--- src/rtl/instruction_decoder.sv ---
// RV32I decode stage: pops {pc, inst} from the instruction queue, decodes the fields and
// holds up to two decoded entries so the queue pop never depends on dispatch readiness.
module instruction_decoder #(
  parameter int ADDR_WIDTH = 17,
  parameter int INST_WIDTH = 32
) (
  input  logic                             clk,
  input  logic                             rst,
  input  logic                             rdy,
  input  logic                             flush,
  input  logic                             iq_valid,
  input  logic [ADDR_WIDTH+INST_WIDTH-1:0] iq_entry,
  output logic                             iq_pop,
  output logic                             dec_valid,
  input  logic                             dec_ready,
  output logic [ADDR_WIDTH-1:0]            dec_pc,
  output logic [4:0]                       dec_opcode,
  output logic [2:0]                       dec_funct3,
  output logic                             dec_funct7b,
  output logic [4:0]                       dec_rd,
  output logic [4:0]                       dec_rs1,
  output logic [4:0]                       dec_rs2,
  output logic [31:0]                      dec_imm,
  output logic                             dec_use_rs1,
  output logic                             dec_use_rs2,
  output logic                             dec_write_rd,
  output logic                             dec_illegal
);

  typedef struct packed {
    logic [ADDR_WIDTH-1:0] pc;
    logic [4:0]            opcode;
    logic [2:0]            funct3;
    logic                  funct7b;
    logic [4:0]            rd;
    logic [4:0]            rs1;
    logic [4:0]            rs2;
    logic [31:0]           imm;
    logic                  use_rs1;
    logic                  use_rs2;
    logic                  write_rd;
    logic                  illegal;
  } slot_t;

  localparam logic [4:0] OP_LOAD   = 5'b00000;
  localparam logic [4:0] OP_OPIMM  = 5'b00100;
  localparam logic [4:0] OP_AUIPC  = 5'b00101;
  localparam logic [4:0] OP_STORE  = 5'b01000;
  localparam logic [4:0] OP_OP     = 5'b01100;
  localparam logic [4:0] OP_LUI    = 5'b01101;
  localparam logic [4:0] OP_BRANCH = 5'b11000;
  localparam logic [4:0] OP_JALR   = 5'b11001;
  localparam logic [4:0] OP_JAL    = 5'b11011;

  logic [INST_WIDTH-1:0] inst;
  logic [ADDR_WIDTH-1:0] pc;
  logic [31:0]           imm_i, imm_s, imm_b, imm_u, imm_j;

  assign inst  = iq_entry[INST_WIDTH-1:0];
  assign pc    = iq_entry[ADDR_WIDTH+INST_WIDTH-1:INST_WIDTH];
  assign imm_i = {{20{inst[31]}}, inst[31:20]};
  assign imm_s = {{20{inst[31]}}, inst[31:25], inst[11:7]};
  assign imm_b = {{19{inst[31]}}, inst[31], inst[7], inst[30:25], inst[11:8], 1'b0};
  assign imm_u = {inst[31:12], 12'b0};
  assign imm_j = {{11{inst[31]}}, inst[31], inst[19:12], inst[20], inst[30:21], 1'b0};

  slot_t       dec_n;
  logic        legal, use_rd, use_rs1, use_rs2, funct7b;
  logic [2:0]  f3;
  logic [31:0] imm;

  always_comb begin
    legal   = 1'b1;
    use_rd  = 1'b0;
    use_rs1 = 1'b0;
    use_rs2 = 1'b0;
    funct7b = 1'b0;
    imm     = '0;
    f3      = inst[14:12];
    case (inst[6:2])
      OP_LUI, OP_AUIPC: begin
        f3     = 3'b000;
        imm    = imm_u;
        use_rd = 1'b1;
      end
      OP_JAL: begin
        f3     = 3'b000;
        imm    = imm_j;
        use_rd = 1'b1;
      end
      OP_JALR: begin
        legal   = (inst[14:12] == 3'b000);
        imm     = imm_i;
        use_rs1 = 1'b1;
        use_rd  = 1'b1;
      end
      OP_LOAD: begin
        legal   = !(inst[14:12] == 3'b011 || inst[14:12] == 3'b110 || inst[14:12] == 3'b111);
        imm     = imm_i;
        use_rs1 = 1'b1;
        use_rd  = 1'b1;
      end
      OP_OPIMM: begin
        // Shift-immediates carry a 5-bit shamt, not a sign-extended immediate
        if (inst[13:12] == 2'b01) imm = {27'b0, inst[24:20]};
        else                      imm = imm_i;
        funct7b = (inst[14:12] == 3'b101) ? inst[30] : 1'b0;
        use_rs1 = 1'b1;
        use_rd  = 1'b1;
      end
      OP_BRANCH: begin
        legal   = (inst[14:13] != 2'b01);
        imm     = imm_b;
        use_rs1 = 1'b1;
        use_rs2 = 1'b1;
      end
      OP_STORE: begin
        legal   = (inst[14:12] < 3'b011);
        imm     = imm_s;
        use_rs1 = 1'b1;
        use_rs2 = 1'b1;
      end
      OP_OP: begin
        funct7b = inst[30];
        use_rs1 = 1'b1;
        use_rs2 = 1'b1;
        use_rd  = 1'b1;
      end
      default: legal = 1'b0;
    endcase
    if (inst[1:0] != 2'b11) legal = 1'b0;

    dec_n        = '0;
    dec_n.pc     = pc;
    dec_n.opcode = inst[6:2];
    dec_n.funct3 = f3;
    if (legal) begin
      dec_n.funct7b  = funct7b;
      dec_n.imm      = imm;
      dec_n.use_rs1  = use_rs1;
      dec_n.use_rs2  = use_rs2;
      dec_n.rd       = use_rd  ? inst[11:7]  : 5'd0;
      dec_n.rs1      = use_rs1 ? inst[19:15] : 5'd0;
      dec_n.rs2      = use_rs2 ? inst[24:20] : 5'd0;
      dec_n.write_rd = use_rd && (inst[11:7] != 5'd0);
    end else begin
      dec_n.illegal = 1'b1;
    end
  end

  slot_t      head, tail;
  logic [1:0] count, wr_idx;
  logic       push, pop_out;

  assign iq_pop    = rdy && !rst && !flush && (count < 2'd2);
  assign push      = iq_valid && iq_pop;
  assign dec_valid = (count != 2'd0);
  assign pop_out   = dec_valid && dec_ready && rdy;
  assign wr_idx    = count - {1'b0, pop_out};

  // The push write follows the shift so a push+pop at count=1 lands the new entry in head
  always_ff @(posedge clk) begin
    if (rst) begin
      count <= 2'd0;
      head  <= '0;
      tail  <= '0;
    end else if (rdy) begin
      if (flush) begin
        count <= 2'd0;
      end else begin
        if (pop_out) head <= tail;
        if (push) begin
          if (wr_idx == 2'd0) head <= dec_n;
          else                tail <= dec_n;
        end
        count <= count + {1'b0, push} - {1'b0, pop_out};
      end
    end
  end

  assign dec_pc       = head.pc;
  assign dec_opcode   = head.opcode;
  assign dec_funct3   = head.funct3;
  assign dec_funct7b  = head.funct7b;
  assign dec_rd       = head.rd;
  assign dec_rs1      = head.rs1;
  assign dec_rs2      = head.rs2;
  assign dec_imm      = head.imm;
  assign dec_use_rs1  = head.use_rs1;
  assign dec_use_rs2  = head.use_rs2;
  assign dec_write_rd = head.write_rd;
  assign dec_illegal  = head.illegal;

endmodule

--- config.mk ---
export PLATFORM = sky130hd
export DESIGN_NAME = instruction_decoder
export DESIGN_NICKNAME = d
export VERILOG_FILES = /design/src/rtl/instruction_decoder.sv
export SDC_FILE = /design/constraint.sdc
export NUM_CORES = 1
export LEC_CHECK = 0
export ABC_AREA = 1
export CAP_MARGIN = 20
export CORE_ASPECT_RATIO = 0.75
export CORE_UTILIZATION = 30
export CTS_CLUSTER_DIAMETER = 100
export DETAILED_ROUTE_END_ITERATION = 7
export PLACE_DENSITY = 0.47
export SLEW_MARGIN = 20
export SYNTH_ARGS = -nofsm -noshare
export SYNTH_HDL_FRONTEND = slang
export SYNTH_SLANG_ARGS = --single-unit
--- constraint.sdc ---
create_clock -name clk -period 2.4 [get_ports clk]
set_input_delay 0.24 -clock clk [delete_from_list [all_inputs] [get_ports clk]]
set_output_delay 0.24 -clock clk [all_outputs]
set_load 0.03 [all_outputs]
==> impl_metrics.json, run 1 <==
{
  "crit_fanout": 4,
  "finalHoldViolations": 0,
  "synth-simple-area-share": 0.3042,
  "fin_skew_ns": 0.009458,
  "path_clk_slew_ns": 0.07,
  "min_period_ns": 2.126,
  "syn_to_final_growth_pct": 30.20,
  "maxCapViolCount": 0,
  "cts_tree": "built",
  "fillers": 2802,
  "htreeDepth": 4,
  "grt_pass1_vias": 7583,
  "multi_input_area_um2": 4273,
  "synth_top_family_by_area": "simple AND/OR/NAND/NOR gates",
  "ys_warn_count": 0,
  "dp_cells": 1649,
  "path_buf_inv": 2,
  "p_per_area_nw_per_um2": 573.3,
  "place_worst_setup_slack_ns": -0.1054,
  "wl_per_cell_um": 16.61,
  "path_cells": "clkdlybuf4s50_1 -> nand2_4 -> nor3_2 -> clkdlybuf4s50_1",
  "synth-compound-area-share": 0.2208,
  "via_per_inst": 5.003,
  "dpl.hpwl_um": 18590,
  "clock-sinks": 156,
  "hp-start": "iq_entry[48]",
  "synth_fa_ha_area_frac": 0.003119,
  "overflow": 0,
  "synth_edf_count": 0,
  "syn_inst": 1219,
  "fin_ws_ns": 0.2738,
  "core_area_um2": 26100,
  "whs_ns": 0.4106,
  "cp_slowest_cell": "clkdlybuf4s50_1",
  "layout-drive-gt1-share": 0.08302,
  "rows": 51,
  "ioPinCount": 134,
  "grt_max_degree": 107,
  "critPathMostFrequentCell": "clkdlybuf4s50_1",
  "die_area_um2": 27410,
  "hp-class": "input pin to flop",
  "stdcell_count": 1681,
  "cts_resized": 0,
  "avgSynthCellArea_um2": 6.582,
  "synthMuxAreaShare": 0,
  "report.final.slew_viol_count": 0,
  "finalNetCount": 1381,
  "grt_pass1_wl_um": 44080,
  "crit_path_max_incr_delay_ns": 0.75,
  "netlist_area_um2": 8024,
  "worstSetupPathType": "input pin to output pin",
  "post_cts_buffers": 0,
  "tightest_slew_ns": 0.8115,
  "drc": 0,
  "clockRootBuffer": "clkbuf_16",
  "timing.critical_path.max_delay_family": "buffers and inverters",
  "antenna_found_initial": 0,
  "holdBufCountCts": 0,
  "p_leak_uw": 0.003723,
  "routed_wl_um": 27930,
  "fin_crit_sh": 0.8859,
  "slew_headroom": 0.4584,
  "gr-usage-all-layers": 0.2083,
  "final_util": 0.4003,
  "status": "finished, final reports clean",
  "synth_flop_cell": "dfxtp_1",
  "worstReg2RegStart": "count[1]",
  "rsz0062_at_grt": "false",
  "end_kind": "output pin",
  "drtIter0Drc": 628,
  "worstPathRequired_ns": 2.16,
  "dr.pass1.iters": 5,
  "seq_area_um2": 3123,
  "irDropWorstVdd_uv": 493.1,
  "synth_xor_area_frac": 0.001092,
  "num_vias": 8410,
  "start_util": 0.3074,
  "die_h_um": 143.6,
  "synthArstFlopShare": 0,
  "timing.fmax_mhz": 470.3,
  "finalPower_uw": 5990,
  "fp.dieW_um": 190.8,
  "arrival_ns": 1.89,
  "clkLatencyLatePin_ns": 0.44,
  "gp_congestion": 0.9183,
  "mappedNetlistNets": 1276,
  "worstSetupStartpointType": "input pin",
  "ant_nets": 0,
  "crit_path_start": "rdy",
  "clockBufferDepth": 2,
  "ys_ff_latch": 156,
  "port_buffers": 133,
  "setup_viol": 0,
  "numCtsBuffers": 17,
  "yosysUniqueCellTypes": 34,
  "seq_area_frac_synth": 0.3892,
  "diodes": 0
}
## tightest hold or removal path: stages
cell and delay, ns:
clkdlybuf4s50_1 0.42, nor2_1 0.10, nor2_1 0.05
## per-stage QoR
stage               setup TNS, ns  area [µm²]
floorplan                       0        8024
global placement          -0.6224        9871
detailed placement         -1.503        9871
CTS                             0       10450
global route                    0       10450
finish                          0       10450
## final cells by class
type | count | area share
Multi-Input combinational cell | 914 | 0.4090
Sequential cell | 156 | 0.2989
Timing Repair Buffer | 182 | 0.1765
Clock buffer | 19 | 0.04240
Tap cell | 344 | 0.04120
Inverter | 53 | 0.01916
Clock inverter | 13 | 0.01281
## cell usage after synthesis (2+ instances only)
cell / instances / area, µm²
nor2_1: 108 / 405.4
nor2_4: 2 / 22.52
inv_1: 43 / 161.4
dfxtp_1: 156 / 3123
nand3_2: 4 / 40.04
nor2_2: 2 / 12.51
nand2_2: 5 / 31.28
nand3_1: 100 / 500.5
buf_6: 4 / 45.04
buf_1: 7 / 26.28
ha_1: 2 / 25.02
buf_4: 5 / 37.54
buf_2: 36 / 180.2
o21ai_0: 82 / 410.4
nand4_1: 19 / 118.9
o22ai_1: 4 / 25.02
nand2_1: 321 / 1205
nor3_1: 9 / 45.04
or2_2: 2 / 12.51
a31oi_1: 25 / 156.4
clkbuf_1: 43 / 161.4
o21a_1: 15 / 112.6
clkinv_1: 2 / 7.510
inv_2: 8 / 30.03
a21oi_1: 204 / 1021
o21ai_1: 3 / 15.01
## sequential cells by signal (all words and copies together), names as in the netlist
name / cells
dec_illegal: 1
dec_rs2: 5
dec_rd: 5
dec_imm: 32
dec_funct3: 3
dec_use_rs2: 1
dec_use_rs1: 1
dec_opcode: 5
dec_pc: 17
dec_rs1: 5
count: 2
dec_write_rd: 1
tail: 77
dec_funct7b: 1
## where the power goes
group / total [µW] / switching, µW / internal (µW)
logic: 650 / 406 / 244
registers: 2620 / 14.1 / 2610
clock network: 2720 / 1240 / 1480
## routing by layer
layer,up-vias,wire [µm],track usage
li1,4294,-,-
met1,3881,14450,0.3133
met2,222,11730,0.3015
met3,13,1562,0.04176
met4,0,190,0.04337
met5,-,0,0
## cell usage in the layout, fill, tap and decap left out, types with 4 or more instances in the layout
| master | instances |
|---|---|
| nand3_2 | 4 |
| clkdlybuf4s50_1 | 132 |
| a21oi_1 | 203 |
| nand4_1 | 19 |
| nor2_1 | 107 |
| clkinv_4 | 4 |
| a31oi_1 | 25 |
| inv_2 | 7 |
| nor3_1 | 9 |
| inv_6 | 4 |
| dfxtp_1 | 156 |
| nand2_2 | 5 |
| o21a_1 | 15 |
| nand2_1 | 320 |
| nand3_1 | 100 |
| inv_1 | 43 |
| o21ai_0 | 82 |
| buf_12 | 12 |
| clkbuf_16 | 17 |
| o22ai_1 | 4 |
| buf_4 | 37 |
## kinds of logic (layout without fill, tap and decap cells)
logic type               Yosys count  in the layout
adder cells (fa/ha/maj)            2              2
buffers and inverters            149            267
AO/OA/AOI/OAI                    336            336
flip-flops                       156            156
XOR/XNOR                           1              1
AND/OR/NAND/NOR                  575            575
## path summary, 6_finish.rpt
check	slack (ns)	cells after the start	to
worst max-delay path	0.27	4	iq_pop
worst min-delay path	0.41	3	tail[76]
worst max register to register	0.54	8	dec_rs2[3]
worst min register to register	0.45	2	tail[75]
Power figures use the tool's default switching activity.
==> inputs of run 2 (changes only) <==
- DONT_BUFFER_PORTS: default -> 1
- PLACE_DENSITY: 0.47 -> 0.41
==> run 2 against run 1 <==
Against the previous run:
- worst hold slack got worse by 0.39 ns
- clock power rose by 10%
- worst setup slack improved by 0.054 ns
- clock skew rose by 0.00082 ns
- wire length fell by 1.4%
- power rose by 1.7%
- critical path depth rose by 4
- utilization fell by 5.0 points
- sequential cell count did not move
- first-iteration DRC count fell by 8.3%
- non-clock buffer count fell by 130
- final cell count fell by 7.8%
==> impl_metrics.json, run 2 (synthesized netlist as in run 1, its figures left out) <==
{
  "grt_pass1_wl_um": 42900,
  "start_util": 0.3074,
  "htreeDepth": 4,
  "numCtsBuffers": 17,
  "rsz0062_at_grt": "false",
  "slew_headroom": 0.5256,
  "routed_wl_um": 27530,
  "largest_register_ffs": 77,
  "num_vias": 7849,
  "fin_crit_sh": 0.8634,
  "finalPower_uw": 6090,
  "fin_ws_ns": 0.3279,
  "clockBufferDepth": 2,
  "p_per_area_nw_per_um2": 665.2,
  "seq_power_share": 0.437,
  "r2r_setup_slack_ns": 0.33,
  "end_kind": "flop",
  "dpl.hpwl_um": 17900,
  "final_util": 0.3508,
  "min_period_ns": 2.072,
  "mostFrequentLayoutCell": "nand2_1",
  "pwr-share-clk": 0.492,
  "diodes": 0,
  "p_leak_uw": 0.003245,
  "design_area_um2": 9155,
  "core_area_um2": 26100,
  "path_clk_slew_ns": 0.07,
  "worstReg2RegEnd": "dec_opcode[4]",
  "arrival_ns": 2.37,
  "port_buffers": 0,
  "drc": 0,
  "status": "finished, final reports clean",
  "die_area_um2": 27410,
  "overflow": 0,
  "die_h_um": 143.6,
  "setup.worst_path.end": "dec_opcode[4]",
  "final_cell_mix": "320 x nand2_1, 203 x a21oi_1, 156 x dfxtp_1",
  "hp-start": "iq_entry[3]",
  "grt_pass1_vias": 7203,
  "rows": 51,
  "hp-class": "input pin to flop",
  "worstReg2RegStart": "count[1]",
  "place_area_um2": 8297,
  "worstSetupPathType": "flop to flop",
  "fp.dieW_um": 190.8,
  "worstPathRequired_ns": 2.70,
  "pwr-share-comb": 0.071,
  "fin_skew_ns": 0.01027,
  "place_worst_setup_slack_ns": 0.3306,
  "reg2reg_depth": 8,
  "internal_power_uw": 4520,
  "tightest_slew_ns": 0.7117,
  "grt_max_degree": 96,
  "drtIter0Drc": 576,
  "syn_to_final_growth_pct": 14.10,
  "via_per_inst": 5.064,
  "regMostFlops": "tail",
  "worstSetupStartpointType": "flop",
  "power_switching_uw": 1570,
  "wl_per_cell_um": 17.76,
  "fin_setup_tns_ns": 0,
  "clkLatencyLatePin_ns": 0.44,
  "ioPinCount": 134,
  "gp_congestion": 0.8695,
  "layout-drive-gt1-share": 0.07629,
  "finalHoldViolations": 0,
  "finalNetCount": 1251,
  "clock-sinks": 156,
  "crit_path_start": "count[1]",
  "setup_viol": 0,
  "cts_resized": 0,
  "dr.pass1.iters": 5,
  "maxCapViolCount": 0,
  "crit_fanout": 22,
  "timing.fmax_mhz": 482.6,
  "irDropWorstVdd_uv": 489.5,
  "clockRootBuffer": "clkbuf_16",
  "ant_nets": 0,
  "cts_tree": "built",
  "holdBufCountCts": 21,
  "antenna_found_initial": 0,
  "gr-usage-all-layers": 0.2047,
  "p_sw_frac": 0.2578,
  "post_cts_buffers": 0,
  "report.final.slew_viol_count": 0
}
-- run 2: changes by cell type in the layout (fill, tap and decap cells not counted), sizes merged --
cell | previous run | this run
clkinvlp | 3 | 2
dlygate4sd3 | 0 | 20
clkdlybuf4s50 | 132 | 0
bufinv | 1 | 4
inv | 55 | 52
buf | 50 | 32
-- run 2: layer usage --
metal  track usage  routed length, µm
met3       0.06105               1846
met2        0.2956              11370
met4       0.04884                171
met5             0                  0
met1        0.2936              14150
-- run 2: power groups by stage --
stage | clock [µW] | combinational, µW | sequential, µW
finish | 3000 | 433 | 2660
global placement | 0 | 374 | 2720
CTS | 3080 | 434 | 2660
global route | 3170 | 484 | 2660
floorplan | 0 | 303 | 2710
detailed placement | 0 | 372 | 2720
-- run 2: worst min path at each step --
stage | end | cells after the start
floorplan | count[0] | 1
global placement | dec_rs2[2] | 1
detailed placement | dec_rs2[2] | 1
CTS | tail[56] | 2
global route | tail[56] | 2
finish | tail[56] | 2
-- run 2: cell type report --
class | instances | area [µm²]
fillers | 2837 | 16940
multi-input cells | 914 | 4273
flip-flops and latches | 156 | 3123
repair buffers | 52 | 498.0
clock buffers | 19 | 442.9
well taps | 344 | 430.4
inverters | 53 | 200.2
clock inverters | 12 | 187.7
-- run 2: worst max-delay path, cell delays in order (launching register included) --
cell	delay [ns]
dfxtp_1	0.35
o21ai_1	0.31
nand3_2	0.32
clkinv_2	0.15
buf_4	0.29
o21ai_1	0.14
buf_4	0.18
nor2_1	0.13
nor3_1	0.06
-- run 2: stage by stage --
stage	instances	hold slack [ns]
6_report	1550	0.02236
5_1_grt	1550	0.01543
4_1_cts	1550	0.003951
3_5_place_dp	1498	0.3189
3_3_place_gp	1498	0.3191
2_1_floorplan	1219	0.3444
